## src/rtl/nonce_result_arbiter_pkg.sv

```systemverilog
// Shared definitions for the nonce result arbiter: default sizes and the
// elaboration-time helpers used to size ports and storage.
package nonce_result_arbiter_pkg;

    localparam int NUM_CORES_DEF  = 4;
    localparam int FIFO_DEPTH_DEF = 4;
    localparam int NONCE_W_DEF    = 40;
    localparam int DIFY_W_DEF     = 32;

    // Ceiling log2, evaluated at elaboration only (returns 0 for value <= 1).
    function automatic int clog2(input int value);
        int result;
        result = 0;
        for (int i = 0; i < 31; i++) begin
            if ((1 << i) < value) begin
                result = i + 1;
            end
        end
        return result;
    endfunction

    // Width of one stored result: {source core, id/nonce, difficulty}.
    function automatic int entry_w(input int num_cores, input int nonce_w, input int dify_w);
        return clog2(num_cores) + nonce_w + dify_w;
    endfunction

endpackage

```

## src/rtl/nonce_result_arbiter_result_fifo.sv

```systemverilog
// Show-ahead synchronous FIFO with flush and occupancy count. The head entry
// is read combinationally so it is usable in the same cycle head_valid rises;
// an empty FIFO presents zero on its head.
module result_fifo
    import nonce_result_arbiter_pkg::*;
#(
    parameter int WIDTH = 8,
    parameter int DEPTH = 4
) (
    input  logic                   clk,
    input  logic                   srst,
    input  logic                   push,
    input  logic [WIDTH-1:0]       push_data,
    input  logic                   pop,
    input  logic                   flush,
    output logic                   head_valid,
    output logic [WIDTH-1:0]       head_data,
    output logic [clog2(DEPTH):0]  count,
    output logic                   not_empty
);

    localparam int PTR_W   = (DEPTH > 1) ? clog2(DEPTH) : 1;
    localparam int COUNT_W = clog2(DEPTH) + 1;

    logic [WIDTH-1:0]   mem [DEPTH];
    logic [PTR_W-1:0]   wr_ptr_reg, wr_ptr_next;
    logic [PTR_W-1:0]   rd_ptr_reg, rd_ptr_next;
    logic [COUNT_W-1:0] count_reg, count_next;
    logic               not_empty_reg;
    logic               pop_ok, push_ok;

    // Pop on empty is ignored; a push into a full FIFO is only taken alongside a pop.
    assign pop_ok  = pop && (count_reg != '0);
    assign push_ok = push && ((count_reg < COUNT_W'(DEPTH)) || pop_ok);

    // Pointer and occupancy update; flush overrides any push or pop.
    always_comb begin
        wr_ptr_next = wr_ptr_reg;
        rd_ptr_next = rd_ptr_reg;
        count_next  = count_reg;
        if (flush) begin
            wr_ptr_next = '0;
            rd_ptr_next = '0;
            count_next  = '0;
        end else begin
            if (push_ok) begin
                wr_ptr_next = (wr_ptr_reg == PTR_W'(DEPTH - 1)) ? '0 : wr_ptr_reg + PTR_W'(1);
            end
            if (pop_ok) begin
                rd_ptr_next = (rd_ptr_reg == PTR_W'(DEPTH - 1)) ? '0 : rd_ptr_reg + PTR_W'(1);
            end
            if (push_ok && !pop_ok) begin
                count_next = count_reg + COUNT_W'(1);
            end else if (pop_ok && !push_ok) begin
                count_next = count_reg - COUNT_W'(1);
            end
        end
    end

    // Control state; the interrupt flag tracks next occupancy so it lines up with count.
    always_ff @(posedge clk) begin
        if (srst) begin
            wr_ptr_reg    <= '0;
            rd_ptr_reg    <= '0;
            count_reg     <= '0;
            not_empty_reg <= 1'b0;
        end else begin
            wr_ptr_reg    <= wr_ptr_next;
            rd_ptr_reg    <= rd_ptr_next;
            count_reg     <= count_next;
            not_empty_reg <= (count_next != '0);
        end
    end

    // Storage is not reset; occupancy alone decides what is valid.
    always_ff @(posedge clk) begin
        if (push_ok && !flush) begin
            mem[wr_ptr_reg] <= push_data;
        end
    end

    assign head_valid = (count_reg != '0);
    assign head_data  = head_valid ? mem[rd_ptr_reg] : '0;
    assign count      = count_reg;
    assign not_empty  = not_empty_reg;

endmodule

```

## src/rtl/nonce_result_arbiter.sv

```systemverilog
// Round-robin collector of nonce-found results from the hash cores into one
// show-ahead result FIFO. A core is acked for exactly one cycle after its
// result is written; the ack also masks it so it is not taken twice.
module nonce_result_arbiter
    import nonce_result_arbiter_pkg::*;
#(
    parameter int NUM_CORES  = NUM_CORES_DEF,
    parameter int FIFO_DEPTH = FIFO_DEPTH_DEF,
    parameter int NONCE_W    = NONCE_W_DEF,
    parameter int DIFY_W     = DIFY_W_DEF
) (
    input  logic                            clk,
    input  logic                            reset,
    input  logic [NUM_CORES-1:0]            core_valid,
    input  logic [NUM_CORES*NONCE_W-1:0]    core_id_nonce,
    input  logic [NUM_CORES*DIFY_W-1:0]     core_hash_dify,
    output logic [NUM_CORES-1:0]            core_ack,
    input  logic                            flush,
    input  logic                            rd_pop,
    output logic                            rd_valid,
    output logic [clog2(NUM_CORES)-1:0]     rd_core,
    output logic [NONCE_W-1:0]              rd_id_nonce,
    output logic [DIFY_W-1:0]               rd_hash_dify,
    output logic [clog2(FIFO_DEPTH):0]      fifo_count,
    output logic                            irq
);

    localparam int CORE_W  = clog2(NUM_CORES);
    localparam int COUNT_W = clog2(FIFO_DEPTH) + 1;
    localparam int ENTRY_W = entry_w(NUM_CORES, NONCE_W, DIFY_W);

    logic [NUM_CORES-1:0] core_ack_reg, core_ack_next;
    logic [NUM_CORES-1:0] eligible;
    logic [CORE_W-1:0]    last_grant_reg, last_grant_next;
    logic [CORE_W-1:0]    grant_idx, cand;
    logic                 grant_found, space, push;
    logic [ENTRY_W-1:0]   push_entry, head_entry;

    // A core still being acked has already been taken and is masked off.
    genvar gi;
    generate
        for (gi = 0; gi < NUM_CORES; gi++) begin : g_elig
            assign eligible[gi] = core_valid[gi] & ~core_ack_reg[gi];
        end
    endgenerate

    // Room exists if not full, or if the head leaves in the same cycle.
    assign space = (fifo_count < COUNT_W'(FIFO_DEPTH)) || (rd_pop && rd_valid);

    // Round-robin search starting just after the last granted core.
    always_comb begin
        grant_found = 1'b0;
        grant_idx   = '0;
        cand        = '0;
        for (int i = 1; i <= NUM_CORES; i++) begin
            cand = last_grant_reg + CORE_W'(i);
            if (!grant_found && eligible[cand]) begin
                grant_found = 1'b1;
                grant_idx   = cand;
            end
        end
    end

    assign push       = grant_found && space && !flush;
    assign push_entry = {grant_idx,
                         core_id_nonce[grant_idx*NONCE_W +: NONCE_W],
                         core_hash_dify[grant_idx*DIFY_W +: DIFY_W]};

    // Next ack and priority pointer; both only move on an actual write.
    always_comb begin
        core_ack_next   = '0;
        last_grant_next = last_grant_reg;
        if (push) begin
            core_ack_next[grant_idx] = 1'b1;
            last_grant_next          = grant_idx;
        end
    end

    // Ack and pointer registers; reset hands first priority to core 0.
    always_ff @(posedge clk) begin
        if (reset) begin
            core_ack_reg   <= '0;
            last_grant_reg <= CORE_W'(NUM_CORES - 1);
        end else begin
            core_ack_reg   <= core_ack_next;
            last_grant_reg <= last_grant_next;
        end
    end

    result_fifo #(
        .WIDTH (ENTRY_W),
        .DEPTH (FIFO_DEPTH)
    ) u_result_fifo (
        .clk        (clk),
        .srst       (reset),
        .push       (push),
        .push_data  (push_entry),
        .pop        (rd_pop),
        .flush      (flush),
        .head_valid (rd_valid),
        .head_data  (head_entry),
        .count      (fifo_count),
        .not_empty  (irq)
    );

    assign core_ack = core_ack_reg;
    assign {rd_core, rd_id_nonce, rd_hash_dify} = head_entry;

endmodule

```

## config.mk

```make
export PLATFORM = sky130hd
export DESIGN_NAME = nonce_result_arbiter
export DESIGN_NICKNAME = d
export VERILOG_FILES = /design/src/rtl/nonce_result_arbiter_pkg.sv /design/src/rtl/nonce_result_arbiter_result_fifo.sv /design/src/rtl/nonce_result_arbiter.sv
export SDC_FILE = /design/constraint.sdc
export NUM_CORES = 1
export LEC_CHECK = 0
export ABC_CLOCK_PERIOD_IN_PS = 9400
export CAP_MARGIN = 20
export CORE_MARGIN = 8
export CORE_UTILIZATION = 53
export CTS_CLUSTER_SIZE = 28
export DETAILED_ROUTE_END_ITERATION = 7
export GPL_TIMING_DRIVEN = 0
export PLACE_DENSITY = 0.92
export SYNTH_ARGS = -nofsm -noshare
export SYNTH_HDL_FRONTEND = slang
export SYNTH_HIERARCHICAL = 1
export SYNTH_SLANG_ARGS = --single-unit
```

## constraint.sdc

```tcl
create_clock -name clk -period 9.4 [get_ports clk]
set_input_delay 1.88 -clock clk [delete_from_list [all_inputs] [get_ports clk]]
set_output_delay 1.88 -clock clk [all_outputs]
set_load 0.02 [all_outputs]
```

==> out/qor.txt <==
status: completed
peak supply drop: 0.000158 V
critical path class: register to output port
unique cell type count in the Yosys netlist: 45
layout cell share with drive strength beyond 1: 14.2%
pre-CTS WS: 4100 ps
total setup buffers inserted after CTS: 0
clock-pin slew on the worst setup and hold paths: 60 ps
worst-case reg-to-reg path depth: 13
grt ovf: 0
commonest non-fill, non-tap cells in the layout: clkdlybuf4s50_1, edfxtp_1, mux2i_1, mux4_2, and2_1
drt total wl: 39.9 mm
clk_skew: 13.0 ps
final count of hold timing violations: 0
Post-Syn Nets: 1,136
die width: 182 µm
crit path DAT: 3400 ps
clock buffer depth: 3
vias per cell: 5.74
setup violators final: 0
Fillers: 1,634
Seq/Total Area, Yosys: 63.2%
largest net degree at the start of global routing: 39
All-Layer GR Usage: 23.5%
crit start category: register
Leakage Power: 0.00706 µW
per-cell routed wire length: 24.8 µm
area grow syn2layout: 37.1%
CTS sink cnt: 312
# port buffers: 378
hold_sp: u_result_fifo/rd_ptr_reg[1]
Largest register FFs: 296
minimum clock period: 5280 ps
worst min-delay path class: register to register
average size of a mapped cell: 17.5 µm²
vias: 9,249
Ys Warns: 6
gpl congestion: 0.817
RSZ-0062 raised after global routing: false
Final period util: 56.2%
Post-Syn Instances: 832
measured slew at the worst slew-check pin: 653 ps
synthesized cell area: 14,600 µm²
# rows: 60
CTS tree: yes
initial antenna violation count: 0
Initial Util: 54.0%
diode count: 0
Chip Height: 182 µm
hold path cells: 2
detailed placement HPWL: 28.5 mm
#FFs+latches synth: 312
H-tree lvl count: 1
FF+latch area: 9210 µm²
DRC errors left: 0
most common cell after layout, fill and taps aside: clkdlybuf4s50_1
Crit Reg-Reg Startpoint: u_result_fifo/count[1]
I/O pin total: 379
kind of end point of the critical path: output port
Iter 0 DRT Violations: 753
Max Cap Viol: 0
total power: 3680 µW
vias in the first global route: 10,200
Slew Viols, Final: 0
worst setup margin: 4120 ps
Slew headroom: 56.5%
die area: 33,000 µm²
final total negative setup slack: 0 ps
first-pass GRT wire length: 59.8 mm
DRT Pass-1 Iters: 5
post-cts hold buffer count: 0
max frequency: 189 MHz
Core Region: 27,000 µm²
worst-path fanout max: 10
CTS root buf: clkbuf_16
multi-input gate area in the final layout: 4930 µm²
reg2reg end: u_result_fifo/mem[2][33]
clk_lat worst skew: 550 ps
# resized after CTS: 0
post-route ant nets: 0
R2R Setup Slk: 5050 ps
Critical Path RT: 7520 ps
total CTS buffers: 31
# nets final: 1,551
PD cells: 184 nW/µm²
## cells by family after synthesis
family,Yosys count,share of synthesized area [%]
flops,312,63.2
mux,291,26.4
simple gates,130,5.33
buf+inv,61,3.02
compound gates,29,1.32
fa+ha+maj,8,0.687
xor+xnor,1,0.0601
## final cells by class
class / count / area share [%]
Sequential cell: 312 / 46.1
Clock inverter: 22 / 1.52
Tap cell: 341 / 2.14
Timing Repair Buffer: 382 / 19.4
Buffer: 52 / 2.04
Clock buffer: 35 / 3.96
Multi-Input combinational cell: 459 / 24.7
Inverter: 9 / 0.169
## worst max-delay path by stage
stage | start | end | slack [ps] | depth (start not counted)
4_1_cts | u_result_fifo/count[1] | rd_id_nonce[9] | 4150 | 8
3_3_place_gp | core_valid[0] | u_result_fifo/mem[2][26] | 2070 | 10
6_report | u_result_fifo/count[1] | rd_id_nonce[9] | 4120 | 8
2_1_floorplan | core_valid[0] | u_result_fifo/mem[0][0] | 3980 | 9
3_5_place_dp | core_valid[0] | u_result_fifo/mem[2][26] | 4100 | 11
5_1_grt | u_result_fifo/count[1] | rd_id_nonce[6] | 3970 | 8
## cell usage after synthesis
| master | count | share of area [%] |
|---|---|---|
| nand3_2 | 1 | 0.069 |
| inv_1 | 8 | 0.21 |
| dfxtp_1 | 16 | 2.2 |
| and2b_1 | 1 | 0.052 |
| o21ai_1 | 1 | 0.034 |
| xnor2_1 | 1 | 0.060 |
| or2b_1 | 2 | 0.10 |
| a41oi_2 | 1 | 0.11 |
| edfxtp_1 | 296 | 61 |
| nor2b_1 | 7 | 0.30 |
| a21boi_0 | 1 | 0.052 |
| o32a_1 | 1 | 0.069 |
| o22ai_1 | 1 | 0.043 |
| nor3_1 | 2 | 0.069 |
| o21bai_1 | 1 | 0.052 |
| mux2i_1 | 217 | 15 |
| nor3b_1 | 1 | 0.052 |
| or3_1 | 3 | 0.13 |
| and3b_1 | 1 | 0.060 |
| buf_4 | 1 | 0.052 |
| a2111oi_0 | 1 | 0.060 |
| a31oi_1 | 1 | 0.043 |
| clkbuf_1 | 9 | 0.23 |
| nor2_1 | 14 | 0.36 |
| a311oi_1 | 1 | 0.060 |
| nand2_1 | 8 | 0.21 |
| mux4_2 | 74 | 11 |
| buf_6 | 25 | 1.9 |
| o21ai_0 | 4 | 0.14 |
| a21o_1 | 4 | 0.21 |
| or2_2 | 1 | 0.043 |
| nor4_1 | 1 | 0.043 |
| nor3_2 | 1 | 0.069 |
| inv_2 | 1 | 0.026 |
| o31ai_1 | 1 | 0.052 |
| buf_1 | 1 | 0.026 |
| nand3_1 | 4 | 0.14 |
| nand2b_1 | 3 | 0.13 |
| a21oi_1 | 10 | 0.34 |
| or4b_4 | 1 | 0.094 |
| and2_1 | 78 | 3.4 |
| a211o_1 | 1 | 0.060 |
| buf_2 | 16 | 0.55 |
| or2b_2 | 1 | 0.060 |
| ha_1 | 8 | 0.69 |
## where the power goes
part	switching (µW)	internal, µW
Combinational	365	352
Sequential	13.4	1640
Clock	509	798
Total	888	2790
## routing by layer
metal  global-route usage (%)  vias up  wire (µm)
met3                     5.45       72       3180
li1                         -     4112          -
met4                     6.66        0        949
met1                     27.6     4596      14900
met5                        0        -          0
met2                     42.7      469      20900
## through the flow
step,instances,instance area [µm²],hold slack (ps),utilization [%]
final,1612,20000,526,74.1
after global routing,1612,20000,573,74.1
after CTS,1612,20000,530,74.1
after detailed placement,1555,18900,515,70.0
after global placement,1551,18800,469,69.7
after floorplan,832,14600,454,-
## worst max-delay path: stages (launching register included)
cell and delay (ps):
dfxtp_1 470, inv_1 140, ha_1 280, nor2b_1 180
inv_1 200, buf_2 320, clkbuf_1 400, and2_1 220
clkdlybuf4s50_1 650
Power figures use the tool's default switching activity.
